File: src/rtl/muldiv_ctrl_if.sv
// Bundle of the CPU-side request/response signals and the shared
// multiply/divide unit signals seen by the muldiv_ctrl sequencer.
//
// Request handshake: a request transfers on a rising clk edge where
// op_valid & op_ready are both high. The requester holds op_valid, op_code,
// op_a and op_b stable until that edge. op_ready never depends on op_valid.
// rd_valid, div0 and err are single-cycle pulses with no back-pressure.
interface muldiv_ctrl_if;
  // CPU request side
  logic        op_valid;
  logic [1:0]  op_code;
  logic [31:0] op_a;
  logic [31:0] op_b;
  logic        op_ready;
  // CPU response side
  logic        rd_valid;
  logic [31:0] rd_data;
  logic        div0;
  logic        err;
  // Shared operand bus and unit control
  logic [31:0] unit_a;
  logic [31:0] unit_b;
  logic        unit_rst;
  // Multiplier
  logic        mult_start;
  logic        mult_done;
  logic [31:0] mult_hi;
  logic [31:0] mult_lo;
  // Divider
  logic        div_start;
  logic        div_done;
  logic [31:0] div_hi;
  logic [31:0] div_lo;

  // Controller side
  modport slave (
    input  op_valid, op_code, op_a, op_b,
    output op_ready,
    output rd_valid, rd_data, div0, err,
    output unit_a, unit_b, unit_rst,
    output mult_start,
    input  mult_done, mult_hi, mult_lo,
    output div_start,
    input  div_done, div_hi, div_lo
  );

  // Environment side: CPU control unit plus the two arithmetic units
  modport master (
    output op_valid, op_code, op_a, op_b,
    input  op_ready,
    input  rd_valid, rd_data, div0, err,
    input  unit_a, unit_b, unit_rst,
    input  mult_start,
    output mult_done, mult_hi, mult_lo,
    input  div_start,
    output div_done, div_hi, div_lo
  );
endinterface

File: src/rtl/muldiv_ctrl.sv
// muldiv_ctrl: sequencer between the CPU control unit and the shared
// multiplier/divider. Latches operands, pulses the unit start line, waits
// for a rising done flag (or a timeout), and commits the unit result to the
// architectural HI/LO registers. MFHI/MFLO are served from HI/LO only while
// idle, which interlocks them against any in-flight operation.
module muldiv_ctrl #(
  parameter int TIMEOUT = 40,
  parameter int CNT_W   = 6
) (
  input  logic         clk,
  input  logic         Reset,
  muldiv_ctrl_if.slave bus,
  output logic [2:0]   dbg_state_o
);

  typedef enum logic [2:0] {
    IDLE    = 3'd0,
    M_START = 3'd1,
    M_WAIT  = 3'd2,
    D_START = 3'd3,
    D_WAIT  = 3'd4,
    COMMIT  = 3'd5
  } state_t;

  localparam logic [1:0] OP_MULT = 2'b00;
  localparam logic [1:0] OP_DIV  = 2'b01;
  localparam logic [1:0] OP_MFHI = 2'b10;
  localparam logic [1:0] OP_MFLO = 2'b11;

  // Last counter value of a WAIT state; the edge leaving that cycle aborts.
  localparam logic [CNT_W-1:0] CNT_LAST = CNT_W'(TIMEOUT - 1);

  state_t            state_q, state_d;
  logic [CNT_W-1:0]  cnt_q, cnt_d;
  logic [31:0]       hi_q, hi_d;
  logic [31:0]       lo_q, lo_d;
  logic [31:0]       a_q, a_d;
  logic [31:0]       b_q, b_d;
  logic [31:0]       cap_hi_q, cap_hi_d;
  logic [31:0]       cap_lo_q, cap_lo_d;
  logic [31:0]       rd_data_q, rd_data_d;
  logic              rd_valid_q, rd_valid_d;
  logic              div0_q, div0_d;
  logic              err_q, err_d;
  logic              unit_rst_q, unit_rst_d;
  logic              mdone_q;
  logic              ddone_q;
  logic              mult_rise;
  logic              div_rise;

  // Only a fresh rising done counts; a level left high by the previous
  // operation must not complete the current one.
  assign mult_rise = bus.mult_done & ~mdone_q;
  assign div_rise  = bus.div_done  & ~ddone_q;

  // Next-state and datapath decode; every target gets its hold value first.
  always_comb begin
    state_d    = state_q;
    cnt_d      = cnt_q;
    hi_d       = hi_q;
    lo_d       = lo_q;
    a_d        = a_q;
    b_d        = b_q;
    cap_hi_d   = cap_hi_q;
    cap_lo_d   = cap_lo_q;
    rd_data_d  = rd_data_q;
    rd_valid_d = 1'b0;
    div0_d     = 1'b0;
    err_d      = 1'b0;
    unit_rst_d = 1'b0;

    case (state_q)
      IDLE: begin
        if (bus.op_valid) begin
          case (bus.op_code)
            OP_MULT: begin
              a_d     = bus.op_a;
              b_d     = bus.op_b;
              state_d = M_START;
            end
            OP_DIV: begin
              if (bus.op_b == 32'd0) begin
                // Rejected: HI/LO and the units are left untouched.
                div0_d = 1'b1;
              end else begin
                a_d     = bus.op_a;
                b_d     = bus.op_b;
                state_d = D_START;
              end
            end
            OP_MFHI: begin
              rd_valid_d = 1'b1;
              rd_data_d  = hi_q;
            end
            OP_MFLO: begin
              rd_valid_d = 1'b1;
              rd_data_d  = lo_q;
            end
            default: ;
          endcase
        end
      end

      M_START: begin
        cnt_d   = '0;
        state_d = M_WAIT;
      end

      M_WAIT: begin
        // Done is checked before the timeout so a completion on the last
        // allowed cycle still commits.
        if (mult_rise) begin
          cap_hi_d = bus.mult_hi;
          cap_lo_d = bus.mult_lo;
          state_d  = COMMIT;
        end else if (cnt_q == CNT_LAST) begin
          err_d      = 1'b1;
          unit_rst_d = 1'b1;
          state_d    = IDLE;
        end else begin
          cnt_d = cnt_q + CNT_W'(1);
        end
      end

      D_START: begin
        cnt_d   = '0;
        state_d = D_WAIT;
      end

      D_WAIT: begin
        if (div_rise) begin
          cap_hi_d = bus.div_hi;
          cap_lo_d = bus.div_lo;
          state_d  = COMMIT;
        end else if (cnt_q == CNT_LAST) begin
          err_d      = 1'b1;
          unit_rst_d = 1'b1;
          state_d    = IDLE;
        end else begin
          cnt_d = cnt_q + CNT_W'(1);
        end
      end

      COMMIT: begin
        hi_d    = cap_hi_q;
        lo_d    = cap_lo_q;
        state_d = IDLE;
      end

      default: begin
        state_d = IDLE;
      end
    endcase
  end

  // FSM state and timeout counter.
  always_ff @(posedge clk) begin
    if (!Reset) begin
      state_q <= IDLE;
      cnt_q   <= '0;
    end else begin
      state_q <= state_d;
      cnt_q   <= cnt_d;
    end
  end

  // Architectural HI/LO, operand latches, captured result and output pulses.
  always_ff @(posedge clk) begin
    if (!Reset) begin
      hi_q       <= '0;
      lo_q       <= '0;
      a_q        <= '0;
      b_q        <= '0;
      cap_hi_q   <= '0;
      cap_lo_q   <= '0;
      rd_data_q  <= '0;
      rd_valid_q <= 1'b0;
      div0_q     <= 1'b0;
      err_q      <= 1'b0;
      unit_rst_q <= 1'b1;
    end else begin
      hi_q       <= hi_d;
      lo_q       <= lo_d;
      a_q        <= a_d;
      b_q        <= b_d;
      cap_hi_q   <= cap_hi_d;
      cap_lo_q   <= cap_lo_d;
      rd_data_q  <= rd_data_d;
      rd_valid_q <= rd_valid_d;
      div0_q     <= div0_d;
      err_q      <= err_d;
      unit_rst_q <= unit_rst_d;
    end
  end

  // Previous done levels for rising-edge detection.
  always_ff @(posedge clk) begin
    if (!Reset) begin
      mdone_q <= 1'b0;
      ddone_q <= 1'b0;
    end else begin
      mdone_q <= bus.mult_done;
      ddone_q <= bus.div_done;
    end
  end

  assign bus.op_ready   = (state_q == IDLE);
  assign bus.mult_start = (state_q == M_START);
  assign bus.div_start  = (state_q == D_START);
  assign bus.rd_valid   = rd_valid_q;
  assign bus.rd_data    = rd_data_q;
  assign bus.div0       = div0_q;
  assign bus.err        = err_q;
  assign bus.unit_a     = a_q;
  assign bus.unit_b     = b_q;
  assign bus.unit_rst   = unit_rst_q;
  assign dbg_state_o    = state_q;

endmodule

File: src/flat_wrapper.sv
// flat-port wrapper written by rule: the top's interface ports become plain ports
module muldiv_ctrl_flat 
#(
  parameter int TIMEOUT = 40,
  parameter int CNT_W   = 6
)
  (clk, Reset, dbg_state_o, bus_op_valid, bus_op_code, bus_op_a, bus_op_b, bus_op_ready, bus_rd_valid, bus_rd_data, bus_div0, bus_err, bus_unit_a, bus_unit_b, bus_unit_rst, bus_mult_start, bus_mult_done, bus_mult_hi, bus_mult_lo, bus_div_start, bus_div_done, bus_div_hi, bus_div_lo);
  muldiv_ctrl_if bus_i ();
  input  logic clk;
  input  logic Reset;
  output logic [2:0] dbg_state_o;
  input wire logic [$bits(bus_i.op_valid)-1:0] bus_op_valid;
  input wire logic [$bits(bus_i.op_code)-1:0] bus_op_code;
  input wire logic [$bits(bus_i.op_a)-1:0] bus_op_a;
  input wire logic [$bits(bus_i.op_b)-1:0] bus_op_b;
  output wire logic [$bits(bus_i.op_ready)-1:0] bus_op_ready;
  output wire logic [$bits(bus_i.rd_valid)-1:0] bus_rd_valid;
  output wire logic [$bits(bus_i.rd_data)-1:0] bus_rd_data;
  output wire logic [$bits(bus_i.div0)-1:0] bus_div0;
  output wire logic [$bits(bus_i.err)-1:0] bus_err;
  output wire logic [$bits(bus_i.unit_a)-1:0] bus_unit_a;
  output wire logic [$bits(bus_i.unit_b)-1:0] bus_unit_b;
  output wire logic [$bits(bus_i.unit_rst)-1:0] bus_unit_rst;
  output wire logic [$bits(bus_i.mult_start)-1:0] bus_mult_start;
  input wire logic [$bits(bus_i.mult_done)-1:0] bus_mult_done;
  input wire logic [$bits(bus_i.mult_hi)-1:0] bus_mult_hi;
  input wire logic [$bits(bus_i.mult_lo)-1:0] bus_mult_lo;
  output wire logic [$bits(bus_i.div_start)-1:0] bus_div_start;
  input wire logic [$bits(bus_i.div_done)-1:0] bus_div_done;
  input wire logic [$bits(bus_i.div_hi)-1:0] bus_div_hi;
  input wire logic [$bits(bus_i.div_lo)-1:0] bus_div_lo;
  assign bus_i.op_valid = bus_op_valid;
  assign bus_i.op_code = bus_op_code;
  assign bus_i.op_a = bus_op_a;
  assign bus_i.op_b = bus_op_b;
  assign bus_op_ready = bus_i.op_ready;
  assign bus_rd_valid = bus_i.rd_valid;
  assign bus_rd_data = bus_i.rd_data;
  assign bus_div0 = bus_i.div0;
  assign bus_err = bus_i.err;
  assign bus_unit_a = bus_i.unit_a;
  assign bus_unit_b = bus_i.unit_b;
  assign bus_unit_rst = bus_i.unit_rst;
  assign bus_mult_start = bus_i.mult_start;
  assign bus_i.mult_done = bus_mult_done;
  assign bus_i.mult_hi = bus_mult_hi;
  assign bus_i.mult_lo = bus_mult_lo;
  assign bus_div_start = bus_i.div_start;
  assign bus_i.div_done = bus_div_done;
  assign bus_i.div_hi = bus_div_hi;
  assign bus_i.div_lo = bus_div_lo;
  muldiv_ctrl #(.TIMEOUT(TIMEOUT), .CNT_W(CNT_W)) u_core (.clk(clk), .Reset(Reset), .bus(bus_i), .dbg_state_o(dbg_state_o));
endmodule
File: config.mk
export PLATFORM = sky130hd
export DESIGN_NAME = muldiv_ctrl_flat
export DESIGN_NICKNAME = d
export VERILOG_FILES = /design/src/rtl/muldiv_ctrl_if.sv /design/src/rtl/muldiv_ctrl.sv /design/src/flat_wrapper.sv
export SDC_FILE = /design/constraint.sdc
export NUM_CORES = 1
export LEC_CHECK = 0
export CORE_MARGIN = 4
export CORE_UTILIZATION = 35
export DETAILED_ROUTE_END_ITERATION = 8
export GPL_ROUTABILITY_DRIVEN = 0
export PLACE_DENSITY_LB_ADDON = 0.12
export SYNTH_ARGS = -nofsm -noshare
export SYNTH_HDL_FRONTEND = slang
export SYNTH_SLANG_ARGS = --single-unit
File: constraint.sdc
create_clock -name clk -period 2.72 [get_ports clk]
set_input_delay 0.68 -clock clk [delete_from_list [all_inputs] [get_ports clk]]
set_output_delay 0.68 -clock clk [all_outputs]
set_load 0.01 [all_outputs]
After elaboration in Yosys (flattened, before gate mapping)
Cells that the tools add are included.
{ "totals": {"input_bits": 199, "mem_count": 0, "ff_bits": 239, "latchBits": 0, "ramBits": 0, "romBits": 0, "out_inout_bits": 106} }
{ "op_classes": {"add_sub_neg": 1, "magnitude_cmp": 0, "shift": 0, "n_bitwise": 4, "div_mod_pow": 0, "eq_ne": 17, "n_mul": 0, "mux": 28, "n_reduce_logical": 16} }
{ "ops": {"columns": ["cell", "count"], "rows": [
  ["32-bit case mux with 2 select lines", 5],
  ["32-bit 2-to-1 mux", 6],
  ["32-bit zero test", 1],
  ["6-bit 2-to-1 mux", 3],
  ["6-bit case mux with 3 select lines", 1],
  ["3-bit 2-to-1 mux", 5],
  ["3-bit case mux with 5 select lines", 1],
  ["3-bit AND reduction", 5],
  ["2-bit != test, second input constant", 4],
  ["4-bit AND reduction", 2],
  ["6-bit by 1-bit adder with 6-bit output, second input constant", 1],
  ["3-bit by 2-bit == test with 1-bit output, second input constant", 2],
  ["3-bit == test, second input constant", 2],
  ["6-bit == test, second input constant", 1],
  ["3-bit case mux with 2 select lines", 1],
  ["2-bit nonzero test", 3],
  ["1-bit 2-to-1 mux", 5],
  ["2-bit == test, second input constant", 2],
  ["2-bit by 1-bit != test with 1-bit output, second input constant", 2],
  ["2-bit OR reduction", 2],
  ["3-bit by 1-bit == test with 1-bit output, second input constant", 1],
  ["3-bit zero test", 1],
  ["3-bit by 1-bit != test with 1-bit output, second input constant", 1],
  ["3-bit != test, second input constant", 1],
  ["other kinds (6)", 8]
]} }

Longest topological paths before layout
Gate-level depths: netlist of the first run.
{ "logic_depth": {"depth_word": 5, "ltp_mapped": 8, "depth_no_buf": 6} }

Least setup slack after synthesis of the first run
Ideal clock, no wire load.
{ "synth_path": {"kind": "input to register", "start": "input bus_op_code[0]", "end": "register u_core.a_q[21] (netlist: u_core.bus.unit_a[21])", "stages": 8, "path_slack_ps": 558, "required_ps": 2602, "arrival_ps": 2043, "path_buffers": 3, "cell_sequence": "buf_4 -> nor4b_2 -> nand4_2 -> o31a_2 -> buf_4 -> buf_2 -> nand2_1 -> a21boi_2"} }
{ "synth_between": {"elab_chain_cells": 3} }
{ "synth_rtl": {"columns": ["element", "line_no", "text"], "rows": [
  ["start: declaration", "flat_wrapper.sv:13", "input wire logic [$bits(bus_i.op_code)-1:0] bus_op_code;"],
  ["2-bit by 1-bit == test with 1-bit output / 2-bit zero test (equally long branches)", "muldiv_ctrl.sv:75", "case (bus.op_code)"],
  ["2-bit != test (no source line) / 2-bit nonzero test (equally long branches)", null, null],
  ["4-bit AND reduction (no source line)", null, null],
  ["end signal: assignment", "muldiv_ctrl.sv:172", "a_q <= '0;"],
  ["end signal: assignment", "muldiv_ctrl.sv:184", "a_q <= a_d;"],
  ["end: declaration", "muldiv_ctrl.sv:37", "logic [31:0] a_q, a_d;"]
]} }
Several ways; a longest one is shown, not always the timed one.
A chain may end at the register's enable or synchronous reset.

Worst setup path after layout of the first run
{ "layout_path": {"start": "register u_core.state_q[2] (netlist: u_core.dbg_state_o[2])", "end": "output bus_op_ready"} }
{ "layout_between": {"elab_chain_cells": 1} }
{ "layout_rtl": {"columns": ["element", "line_no", "text"], "rows": [
  ["start: declaration", "muldiv_ctrl.sv:33", "state_t state_q, state_d;"],
  ["start signal: assignment", "muldiv_ctrl.sv:162", "state_q <= state_d;"],
  ["3-bit zero test", "muldiv_ctrl.sv:207", "assign bus.op_ready = (state_q == IDLE);"],
  ["end: declaration", "flat_wrapper.sv:16", "output wire logic [$bits(bus_i.op_ready)-1:0] bus_op_ready;"]
]} }
Every way passes these cells.

==> out/summary.txt, run 1 <==
outcome - finished clean
crit path DAT - 1.94 ns
Comb power frac - 14.8%
post-synthesis sequential area ratio - 46.9%
worst-path maximum fanout - 9
CP Capture Type - output pin
Skew-Pair Late Insertion Delay - 0.52 ns
Syn Area/Cell - 9.11 µm²
drc violations - 0
number of setup violations in the final report - 0
IO Pins - 305
crit share post-route - 96.1%
via count - 8767
Mapped Nets - 1321
placed instance count - 1749
hold slack - 0.459 ns
distinct cell type count after synthesis - 41
Die X-Extent - 179 µm
Crit path largest cell delay - 0.60 ns
first-pass GRT wire length - 45000 µm
RR Startpoint - u_core.dbg_state_o[1]
synthesized area - 10200 µm²
worst reg-to-reg setup slack - 0.75 ns
Die Height - 179 µm
number of global-route vias before repair - 8542
fin. max-slew vios - 0
drt total wl - 29700 µm
RSZ-0062 raised after global routing - false
sw frac - 24.1%
Final Instance Count excl. Fillers - 1796
Hold Vio Cnt, Final - 0
Max Freq - 0.382 GHz
clock buffer count from CTS - 27
die area - 32000 µm²
startpoint types - flip-flop
Crit path required time - 2.04 ns
Crit path depth - 3
WL per Instance - 16.5 µm
CTS root buf - clkbuf_16
Mapped Cells - 1121
cell chain of the critical path - buf_4, nor3_4, clkdlybuf4s50_1
area delta synth->final - 43.3%
Clock Skew - 0.00881 ns
core area - 28700 µm²
FP Rows - 62
grt ovf - 0
CTS Sinks - 239
hold crit path type - flip-flop to flip-flop
Nets - 1594
pwr/cell area - 600 nW/µm²
initial antenna violation count - 0
remaining antenna violation count - 0
Starting Density - 35.6%
WS Path Type - flip-flop to output pin
Relative slew margins - 68.7%
worst vdd ir - 0.407 mV
CTS H-tree lvls - 1
Sequential Power Share - 43.1%
via density per instance - 4.88
clock share of power - 42.1%
HPWL Detailed - 21200 µm
Worst-path clk slew - 0.06 ns
critical path's slowest cell - clkdlybuf4s50_1
Starting DRT DRC Count - 405
r2r worst-path depth - 5
Int Power - 6.67 mW
FF+latch count, synth - 239
synth warn - 0
R2R Path End - u_core.cnt_q[5]
Crit path buffers/inverters - 2
Critical Path Start - u_core.dbg_state_o[2]
CP endpoint - bus_op_ready
Final min period - 2.62 ns
CTS tree - done
CTS Buffer Depth - 3
Net Switching - 2.11 mW
# fillers - 2770
fraction of layout cells with a size suffix above 1 - 11.0%
DRT Pass-1 Iters - 4
GRT Total Usage - 17.4%
ant diodes - 0
Top delay family on crit path - buffers and inverters
Hold Buf Count CTS - 0
number of buffers added on ports - 304
Leak Pwr - 5.97 nW
largest net degree at the start of global routing - 89
Worst Tran Pin Value - 0.469 ns
max-cap violation count - 0
-- cells in the final DEF, fill, tap and decap left out, types with 2 or more instances in the layout --
master           netlist  routed
o21ai_0                7       7
o211a_1               96      96
clkbuf_16              0      27
nor3_1                 3       3
buf_4                  4      20
o31a_1                 2       2
dfxtp_1              239     236
nor2b_1                9       9
inv_1                  2       2
clkbuf_1              60       2
nor2_1                13      11
a21oi_1                6       6
nand3_1               69      68
a21boi_2              59      59
and2_1                 4       4
clkinv_2               0       6
clkdlybuf4s50_1        0     301
clkbuf_8               0       6
nor2_4                 0       2
nand2_1              353     353
buf_12                 0      12
o211ai_1               2       2
nor4_1                 6       6
bufinv_16              0       3
a22oi_1                6       6
clkinv_4               0       2
or3_1                  2       2
a21boi_0              64      64
nand2b_1               3       3
buf_2                 20       2
mux2i_1               64      64
o31ai_1                5       5
dfxtp_2                0       3
-- logic make-up (layout without fill, tap and decap cells) --
kind of cell / after synthesis / count (layout) / synth area share [%]
xor gates and xnor gates: 1 / 1 / 0.0858
muxes: 64 / 64 / 6.28
AOI/OAI and AO/OA: 251 / 251 / 22.9
and+or+nand+nor: 471 / 471 / 19.5
buffers and inverters: 94 / 385 / 4.29
DFF: 239 / 239 / 46.9
adders and majority gates: 1 / 1 / 0.123
-- worst min path at each step --
stage                                     start  depth (start not counted)                    end
final                       u_core.cap_hi_q[22]                          2        u_core.hi_q[22]
after global routing      u_core.bus.unit_b[26]                          2  u_core.bus.unit_b[26]
after CTS                   u_core.cap_hi_q[18]                          2        u_core.hi_q[18]
after detailed placement        u_core.lo_q[24]                          2        u_core.lo_q[24]
after global placement      u_core.cap_hi_q[13]                          2        u_core.hi_q[13]
after floorplan              u_core.cap_lo_q[4]                          2         u_core.lo_q[4]
-- Yosys cell counts --
| library cell | instances | area, µm² |
|---|---|---|
| xnor2_1 | 1 | 8.76 |
| or4_1 | 1 | 7.51 |
| a21boi_0 | 64 | 480 |
| o21ai_0 | 7 | 35.0 |
| nand4b_1 | 1 | 8.76 |
| nor3_4 | 1 | 16.3 |
| o31a_1 | 2 | 17.5 |
| nand4_2 | 1 | 12.5 |
| clkbuf_1 | 60 | 225 |
| nor3b_1 | 1 | 7.51 |
| buf_6 | 6 | 67.6 |
| mux2i_1 | 64 | 641 |
| o31ai_4 | 1 | 21.3 |
| and3_1 | 1 | 6.26 |
| a31o_2 | 1 | 8.76 |
| o211ai_1 | 2 | 15.0 |
| nand2b_1 | 3 | 18.8 |
| o21ba_2 | 1 | 10.0 |
| nor3_1 | 3 | 15.0 |
| inv_1 | 2 | 7.51 |
| nor3b_4 | 1 | 18.8 |
| a22oi_1 | 6 | 45.0 |
| or3_1 | 2 | 12.5 |
| nor2b_1 | 9 | 56.3 |
| o31ai_1 | 5 | 37.5 |
| o211a_1 | 96 | 961 |
| dfxtp_1 | 239 | 4780 |
| and2_1 | 4 | 25.0 |
| buf_4 | 4 | 30.0 |
| and4b_1 | 1 | 10.0 |
| nand2_1 | 353 | 1330 |
| nor4b_2 | 1 | 15.0 |
| a21boi_2 | 59 | 664 |
| o31a_2 | 1 | 10.0 |
| nand3_1 | 69 | 345 |
| nor2_1 | 13 | 48.8 |
| ha_1 | 1 | 12.5 |
| nor4_1 | 6 | 37.5 |
| buf_2 | 20 | 100 |
| buf_1 | 2 | 7.51 |
| a21oi_1 | 6 | 30.0 |
-- power groups by stage --
stage          Sequential (mW)  Clock [mW]  Combinational, mW
6_report                  3.78        3.70               1.30
4_1_cts                   3.78        3.81               1.32
3_3_place_gp              3.86           0               1.30
2_1_floorplan             3.88           0              0.560
5_1_grt                   3.80        3.95               1.41
3_5_place_dp              3.86           0               1.31
-- layout make-up --
class,instances,area [µm²],area share (%)
tap,384,480,3.29
timing repair buffer,336,3420,23.4
clock inverter,12,145,0.993
sequential,239,4790,32.7
clock buffer,35,766,5.24
multi-input combinational,788,5010,34.3
inverter,2,7.51,0.0513
-- registers in the layout (all words and copies together) (netlist names), 3 cells and up --
name                count
u_core.bus.unit_b      32
u_core.bus.rd_data     32
u_core.cap_lo_q        32
u_core.lo_q            32
u_core.hi_q            32
u_core.cap_hi_q        32
u_core.bus.unit_a      32
u_core.cnt_q            6
u_core.dbg_state_o      3
-- layer usage --
layer	global-route usage [%]	part of all wire (%)
met5	0	0
met1	22.4	44
met4	5.18	2.4
met2	29.4	46
met3	3.84	7.5
-- repair_timing --
item                       in CTS  in global routing
hold endpoints to repair        0                  0
gates resized for setup         1                  2
setup endpoints to repair       1                  3
buffers inserted                0                  0
-- metrics by stage --
| stage | area, µm² | power, mW | util [%] | TNS, ns | setup slack (ns) |
|---|---|---|---|---|---|
| 2_1_floorplan | 10200 | 4.44 | - | 0 | 0.558 |
| 3_3_place_gp | 13700 | 5.16 | 47.8 | -0.0141 | -0.0141 |
| 3_5_place_dp | 13700 | 5.17 | 47.8 | -0.0221 | -0.0221 |
| 4_1_cts | 14600 | 8.91 | 50.9 | 0 | 0.00884 |
| 5_1_grt | 14600 | 9.16 | 50.9 | 0 | 0.0111 |
| 6_report | 14600 | 8.78 | 50.9 | 0 | 0.105 |
-- worst reg2reg max path, stage by stage, from the launching register on --
cell     delay (ns)
dfxtp_2        0.49
inv_1          0.16
o21ba_2        0.24
o31a_1         0.34
or4_1          0.52
a21oi_1        0.16
Note: power is estimated with default switching activity, not from simulation.
==> run 2: changes to the inputs <==
--- a/config.mk
+++ b/config.mk
@@ -6,9 +6,10 @@
 export NUM_CORES = 1
 export LEC_CHECK = 0
 export CORE_MARGIN = 4
-export CORE_UTILIZATION = 35
+export CORE_UTILIZATION = 47
 export DETAILED_ROUTE_END_ITERATION = 8
 export GPL_ROUTABILITY_DRIVEN = 0
+export MAX_ROUTING_LAYER = met4
 export PLACE_DENSITY_LB_ADDON = 0.12
 export SYNTH_ARGS = -nofsm -noshare
 export SYNTH_HDL_FRONTEND = slang
==> run 2 against run 1 <==
Effect of this change:
- cell count is 6.5% lower
- sequential power hardly changed
- critical endpoint unchanged
- hold slack better by 0.0038 ns
- largest power group unchanged
- setup slack better by 0.061 ns
==> out/summary.txt, run 2 (synthesis gave the netlist of run 1 again) <==
outcome - finished clean
Worst Tran Pin Value - 0.577 ns (+0.108 ns)
crit share post-route - 93.9% (-2.3 points)
Leak Pwr - 5.87 nW (-1.6%)
worst-path maximum fanout - 7 (-2)
Nets - 1588 (-0.38%)
Final Util - 67.4% (+16 points)
# fillers - 1822 (-34%)
grt ovf - 0 (unchanged)
Area after DPL - 13500 µm² (-1.2%)
CTS H-tree lvls - 1 (unchanged)
startpoint types - flip-flop
sw frac - 24.0% (-0.059 points)
Int Power - 6.24 mW (-6.4%)
Net Switching - 1.97 mW (-6.7%)
CP Capture Type - output pin
Relative slew margins - 61.4% (-7.3 points)
critical path's slowest cell - clkdlybuf4s50_1
Clock Skew - 0.0154 ns (+0.00664 ns)
Final min period - 2.55 ns (-0.0615 ns)
number of buffers added on ports - 304 (unchanged)
Layout Cell Area excl Fill - 14300 µm² (-2.2%)
commonest non-fill, non-tap cell in the layout - nand2_1
Starting DRT DRC Count - 414 (+2.2%)
Crit path required time - 2.04 ns (about the same)
ant diodes - 0 (unchanged)
crit path DAT - 1.87 ns (-0.07 ns)
cell chain of the critical path - buf_4, nor3_4, clkdlybuf4s50_1
IO Pins - 305 (unchanged)
Die X-Extent - 155 µm (-13%)
largest net degree at the start of global routing - 84 (-5.6%)
clock share of power - 38.2% (-3.9 points)
drc violations - 0 (unchanged)
Starting Density - 48.1% (+13 points)
HPWL Detailed - 19500 µm (-7.7%)
via density per instance - 5.31 (+8.8%)
first-pass GRT wire length - 43700 µm (-2.9%)
Worst-path clk slew - 0.06 ns (about the same)
CTS Buffer Depth - 3 (unchanged)
initial antenna violation count - 0 (unchanged)
GRT Total Usage - 22.4% (+4.9 points)
max-cap violation count - 0 (unchanged)
number of setup violations in the final report - 0 (unchanged)
worst vdd ir - 0.460 mV (+13%)
RR Startpoint - u_core.dbg_state_o[0]
commonest cells after routing, fill and taps aside - nand2_1, clkdlybuf4s50_1, dfxtp_1, o211a_1, nand3_1
via count - 8920 (+1.7%)
Critical Path Start - u_core.dbg_state_o[1]
clock buffer count from CTS - 24 (-11%)
CTS Sinks - 239 (unchanged)
RSZ-0062 raised after global routing - false
Die Height - 155 µm (-13%)
drt total wl - 27500 µm (-7.3%)
area delta synth->final - 40.1%
CTS tree - done
FP Rows - 53 (-15%)
remaining antenna violation count - 0 (unchanged)
core area - 21200 µm² (-26%)
DRT Pass-1 Iters - 5 (+1)
Comb power frac - 15.8% (+1.0 points)
fin. max-slew vios - 0 (unchanged)
Sequential Power Share - 46.0% (+2.9 points)
die area - 24100 µm² (-24%)
Crit path largest cell delay - 0.61 ns (about the same)
Max Freq - 0.392 GHz (+2.4%)
CTS root buf - clkbuf_16
min-delay src - u_core.hi_q[10]
Skew-Pair Late Insertion Delay - 0.52 ns (about the same)
pwr/cell area - 574 nW/µm² (-4.4%)
number of global-route vias before repair - 8616 (+0.87%)
hold crit path type - flip-flop to flip-flop
WL per Instance - 16.4 µm (-0.82%)
Hold Vio Cnt, Final - 0 (unchanged)
fraction of layout cells with a size suffix above 1 - 9.97% (-1.0 points)
WS Path Type - flip-flop to output pin
[run 2: cell types whose count changed in the layout (fill, tap and decap cells not counted), sizes merged]
| cell | delta |
|---|---|
| clkinv | -2 |
| clkinvlp | -1 |
| buf | -3 |
| bufinv | -2 |
[run 2: critical path, delay by kind of cell (launching register included)]
kind | cells | cell delay [ns]
buffers and inverters | 2 | 0.81
DFF | 1 | 0.38
and+or+nand+nor | 1 | 0.18
[run 2: stage by stage]
| step | hold WS (ns) | setup WS, ns | setup TNS [ns] | power (mW) | cells |
|---|---|---|---|---|---|
| 2_1_floorplan | 0.441 | 0.558 | 0 | 4.44 | 1121 |
| 3_3_place_gp | 0.450 | 0.00551 | 0 | 5.13 | 1637 |
| 3_5_place_dp | 0.457 | -0.0221 | -0.126 | 5.15 | 1637 |
| 4_1_cts | 0.466 | 0.0441 | 0 | 8.30 | 1679 |
| 5_1_grt | 0.478 | 0.0719 | 0 | 8.55 | 1679 |
| 6_report | 0.463 | 0.166 | 0 | 8.21 | 1679 |
[run 2: layer usage]
metal / GRT usage, % / vias up / share of wire, % / wire length, µm
met1: 27.1 / 4194 / 42 / 11500
met5: - / - / 0 / 0
met2: 38.6 / 288 / 49 / 13500
met4: 5.71 / 0 / 2.4 / 663
met3: 4.14 / 42 / 6.5 / 1800
li1: - / 4396 / - / -
[run 2: final timing paths]
path                                   endpoint  slack (ns)  cells after the start
worst max register to register  u_core.cnt_q[5]        0.57                      6
worst max-delay path               bus_op_ready        0.17                      3
worst min register to register  u_core.hi_q[10]        0.46                      2
worst min-delay path            u_core.hi_q[10]        0.46                      2
[run 2: layout make-up]
type	instances	area (µm²)	area share [%]
Clock buffer	35	682	4.77
Clock inverter	7	71.3	0.499
Inverter	2	7.51	0.0525
Multi-Input combinational cell	788	5010	35.0
Sequential cell	239	4790	33.5
Tap cell	275	344	2.41
Timing Repair Buffer	333	3400	23.8
[run 2: what timing repair did]
item                                    4_1_cts  5_1_grt
hold buffers                                  0        0
endpoints found under the setup margin        0        2
resized for setup                             0        1
buffers inserted                              0        0
[run 2: power groups by stage]
stage / Sequential (mW) / Combinational, mW / Clock, mW
2_1_floorplan: 3.88 / 0.560 / 0
3_3_place_gp: 3.84 / 1.29 / 0
3_5_place_dp: 3.85 / 1.30 / 0
4_1_cts: 3.77 / 1.31 / 3.21
5_1_grt: 3.79 / 1.40 / 3.36
6_report: 3.77 / 1.30 / 3.14
==> run 3: changes to the inputs <==
--- a/config.mk
+++ b/config.mk
@@ -5,8 +5,9 @@
 export SDC_FILE = /design/constraint.sdc
 export NUM_CORES = 1
 export LEC_CHECK = 0
+export ABC_AREA = 1
 export CORE_MARGIN = 4
-export CORE_UTILIZATION = 47
+export CORE_UTILIZATION = 48
 export DETAILED_ROUTE_END_ITERATION = 8
 export GPL_ROUTABILITY_DRIVEN = 0
 export MAX_ROUTING_LAYER = met4
==> run 3 against run 2 <==
Effect of this change:
- synthesized area is 2.4% higher
- cell area is 1.9% higher
- clock power is 14% higher
- power is 6.3% higher
- synthesized cell count is 39% higher
- clock skew is 0.0058 ns lower
- largest cell class is now flip-flops and latches
==> out/summary.txt, run 3 <==
Worst Tran Pin Value - 1.09 ns (+0.511 ns)
grt ovf - 0 (unchanged)
Net Switching - 2.21 mW (+12%)
post-CTS setup buffer count - 0 (unchanged)
Mapped Nets - 1763 (+33%)
CTS H-tree lvls - 1 (unchanged)
drc violations - 0 (unchanged)
synthesized area - 10500 µm² (+2.4%)
FP Rows - 53 (unchanged)
Nets - 2006 (+26%)
Async SR Flop Fraction - 0% (unchanged)
Final min period - 2.65 ns (+0.0987 ns)
most common cell in the netlist - nand2_1
Crit path largest cell delay - 0.58 ns (-0.03 ns)
distinct cell type count after synthesis - 20 (-51%)
crit path DAT - 1.97 ns (+0.10 ns)
clock share of power - 41.0% (+2.8 points)
number of buffers added on ports - 304 (unchanged)
commonest non-fill, non-tap cell in the layout - nand2_1
hold depth - 2 (unchanged)
Mapped Cells - 1563 (+39%)
first-pass GRT wire length - 48700 µm (+11%)
Layout Cell Area excl Fill - 14600 µm² (+1.9%)
die area - 24200 µm² (+0.29%)
Area after DPL - 13700 µm² (+1.1%)
synth warn - 0 (unchanged)
Hold Buf Count CTS - 0 (unchanged)
Synth area leaders - dfxtp_1, nand2_1, nor2_1, inv_1, o21ai_0
via density per instance - 5.05 (-4.9%)
Comb power frac - 15.9% (about the same)
hold crit path type - flip-flop to flip-flop
Relative slew margins - 27.4% (-34 points)
CP Capture Type - output pin
IO Pins - 305 (unchanged)
drt total wl - 30800 µm (+12%)
area delta synth->final - 39.4%
Worst-path clk slew - 0.06 ns (about the same)
worst setup slack after layout - 0.0678 ns (-0.0987 ns)
area of the multi-input gates - 4430 µm² (-12%)
CTS Sinks - 239 (unchanged)
cell chain of the critical path - inv_2, nand2_1, nor2_1, clkdlybuf4s50_1
Crit path required time - 2.04 ns (about the same)
Die X-Extent - 156 µm (+0.14%)
Starting DRT DRC Count - 663 (+60%)
initial antenna violation count - 0 (unchanged)
Seq. cell area - 4780 µm² (about the same)
FF+latch count, synth - 239 (unchanged)
Clock Skew - 0.00962 ns (-0.00583 ns)
RSZ-0062 raised after global routing - false
crit share post-route - 97.5% (+3.6 points)
top-area cell type share of the netlist area - 45.8% (-1.1 points)
Starting Density - 49.3% (+1.2 points)
GRT Total Usage - 24.9% (+2.5 points)
Skew-Pair Late Insertion Delay - 0.52 ns (about the same)
critical path's slowest cell - clkdlybuf4s50_1
placed instance count - 2054 (+25%)
remaining antenna violation count - 0 (unchanged)
HPWL Detailed - 20700 µm (+5.7%)
Leak Pwr - 6.59 nW (+12%)
Overall Power - 8.72 mW (+6.3%)
worst vdd ir - 0.455 mV (-1.2%)
area leader, netlist - dfxtp_1
hold slack - 0.447 ns (-0.0163 ns)
number of setup violations in the final report - 0 (unchanged)
CTS root buf - clkbuf_16
commonest cells after routing, fill and taps aside - nand2_1, clkdlybuf4s50_1, dfxtp_1, nor2_1, inv_1
WS Path Type - flip-flop to output pin
startpoint types - flip-flop
Final Instance Count excl. Fillers - 2100 (+25%)
Int Power - 6.52 mW (+4.5%)
ant diodes - 0 (unchanged)
fraction of layout cells with a size suffix above 1 - 4.71% (-5.3 points)
CTS tree - done
pwr/cell area - 598 nW/µm² (+4.3%)
Top FF cell, synth - dfxtp_1
Sequential Power Share - 43.1% (-2.9 points)
CTS Buffer Depth - 3 (unchanged)
Synth top cells by count - nand2_1, dfxtp_1, nor2_1, inv_1, o21ai_0
r2r worst-path depth - 9 (+3)
pre-CTS setup slack - -0.0685 ns (-0.0463 ns)
via count - 10600 (+19%)
WL per Instance - 14.7 µm (-10%)
worst reg-to-reg setup slack - 0.71 ns (+0.14 ns)
outcome - finished clean
Crit path depth - 4 (+1)
worst-path maximum fanout - 6 (-1)
post-synthesis sequential area ratio - 45.8% (-1.1 points)
core area - 21200 µm² (unchanged)
Die Height - 156 µm (+0.14%)
number of global-route vias before repair - 9752 (+13%)
DRT Pass-1 Iters - 7 (+2)
largest net degree at the start of global routing - 166 (+98%)
Crit path buffers/inverters - 2 (unchanged)
Syn Area/Cell - 6.69 µm² (-27%)
Hold Vio Cnt, Final - 0 (unchanged)
max-cap violation count - 0 (unchanged)
Top delay family on crit path - buffers and inverters
fin. max-slew vios - 0 (unchanged)
# fillers - 1848 (+1.4%)
Max Freq - 0.377 GHz (-3.7%)
sw frac - 25.3% (+1.3 points)
clock buffer count from CTS - 25 (+4.2%)
EDFF count, synth - 0 (unchanged)
[run 3: path summary, 6_finish.rpt]
check | start | endpoint
worst max-delay path | u_core.dbg_state_o[2] | bus_div_start
worst min-delay path | u_core.lo_q[3] | u_core.lo_q[3]
worst max register to register | u_core.dbg_state_o[1] | u_core.cnt_q[1]
worst min register to register | u_core.lo_q[3] | u_core.lo_q[3]
[run 3: metrics by stage]
step	util, %	TNS [ns]
4_1_cts	68.7	0
6_report	68.7	0
3_5_place_dp	64.5	-1.64
2_1_floorplan	-	0
3_3_place_gp	64.5	-0.0499
5_1_grt	68.7	0
[run 3: cell families (layout without fill, tap and decap cells)]
kind of cell    count (synthesis)  count (layout)  synth area share (%)
compound gates                256             256                  13.0
buf+inv                       332             594                  12.1
flops                         239             239                  45.8
simple gates                  735             735                  29.0
fa+ha+maj                       1               1                 0.120
[run 3: repair_timing]
item | in CTS | in global routing
setup endpoints to repair | 1 | 1
cloned | 0 | 0
resized for setup | 1 | 2
[run 3: worst register-to-register path, cell delays in order, from the launching register on]
cell	delay (ns)
dfxtp_1	0.39
nor2_2	0.16
nand2_2	0.10
buf_4	0.29
nand2_1	0.14
a21oi_1	0.04
nor2_1	0.45
inv_1	0.16
nor2_1	0.11
nor2_1	0.05
[run 3: final cells by class]
type	instances	share of cell area (%)
flip-flops and latches	239	32.8
multi-input cells	992	30.4
repair buffers	330	22.8
inverters	218	5.61
clock buffers	34	5.00
well taps	275	2.36
clock inverters	12	0.996
[run 3: metal layers]
layer / wire (µm) / share of wire, % / up-vias / global-route usage, %
li1: - / - / 5419 / -
met2: 15100 / 49 / 335 / 41.8
met1: 12600 / 41 / 4800 / 30.3
met4: 1000 / 3.2 / 0 / 8.46
met5: 0 / 0 / - / -
met3: 2160 / 7.0 / 59 / 4.60
[run 3: power groups by stage]
stage / Clock, mW / Combinational, mW / Sequential [mW]
2_1_floorplan: 0 / 0.638 / 3.87
3_3_place_gp: 0 / 1.36 / 3.83
3_5_place_dp: 0 / 1.39 / 3.84
4_1_cts: 3.64 / 1.40 / 3.76
5_1_grt: 3.79 / 1.54 / 3.78
6_report: 3.58 / 1.39 / 3.76
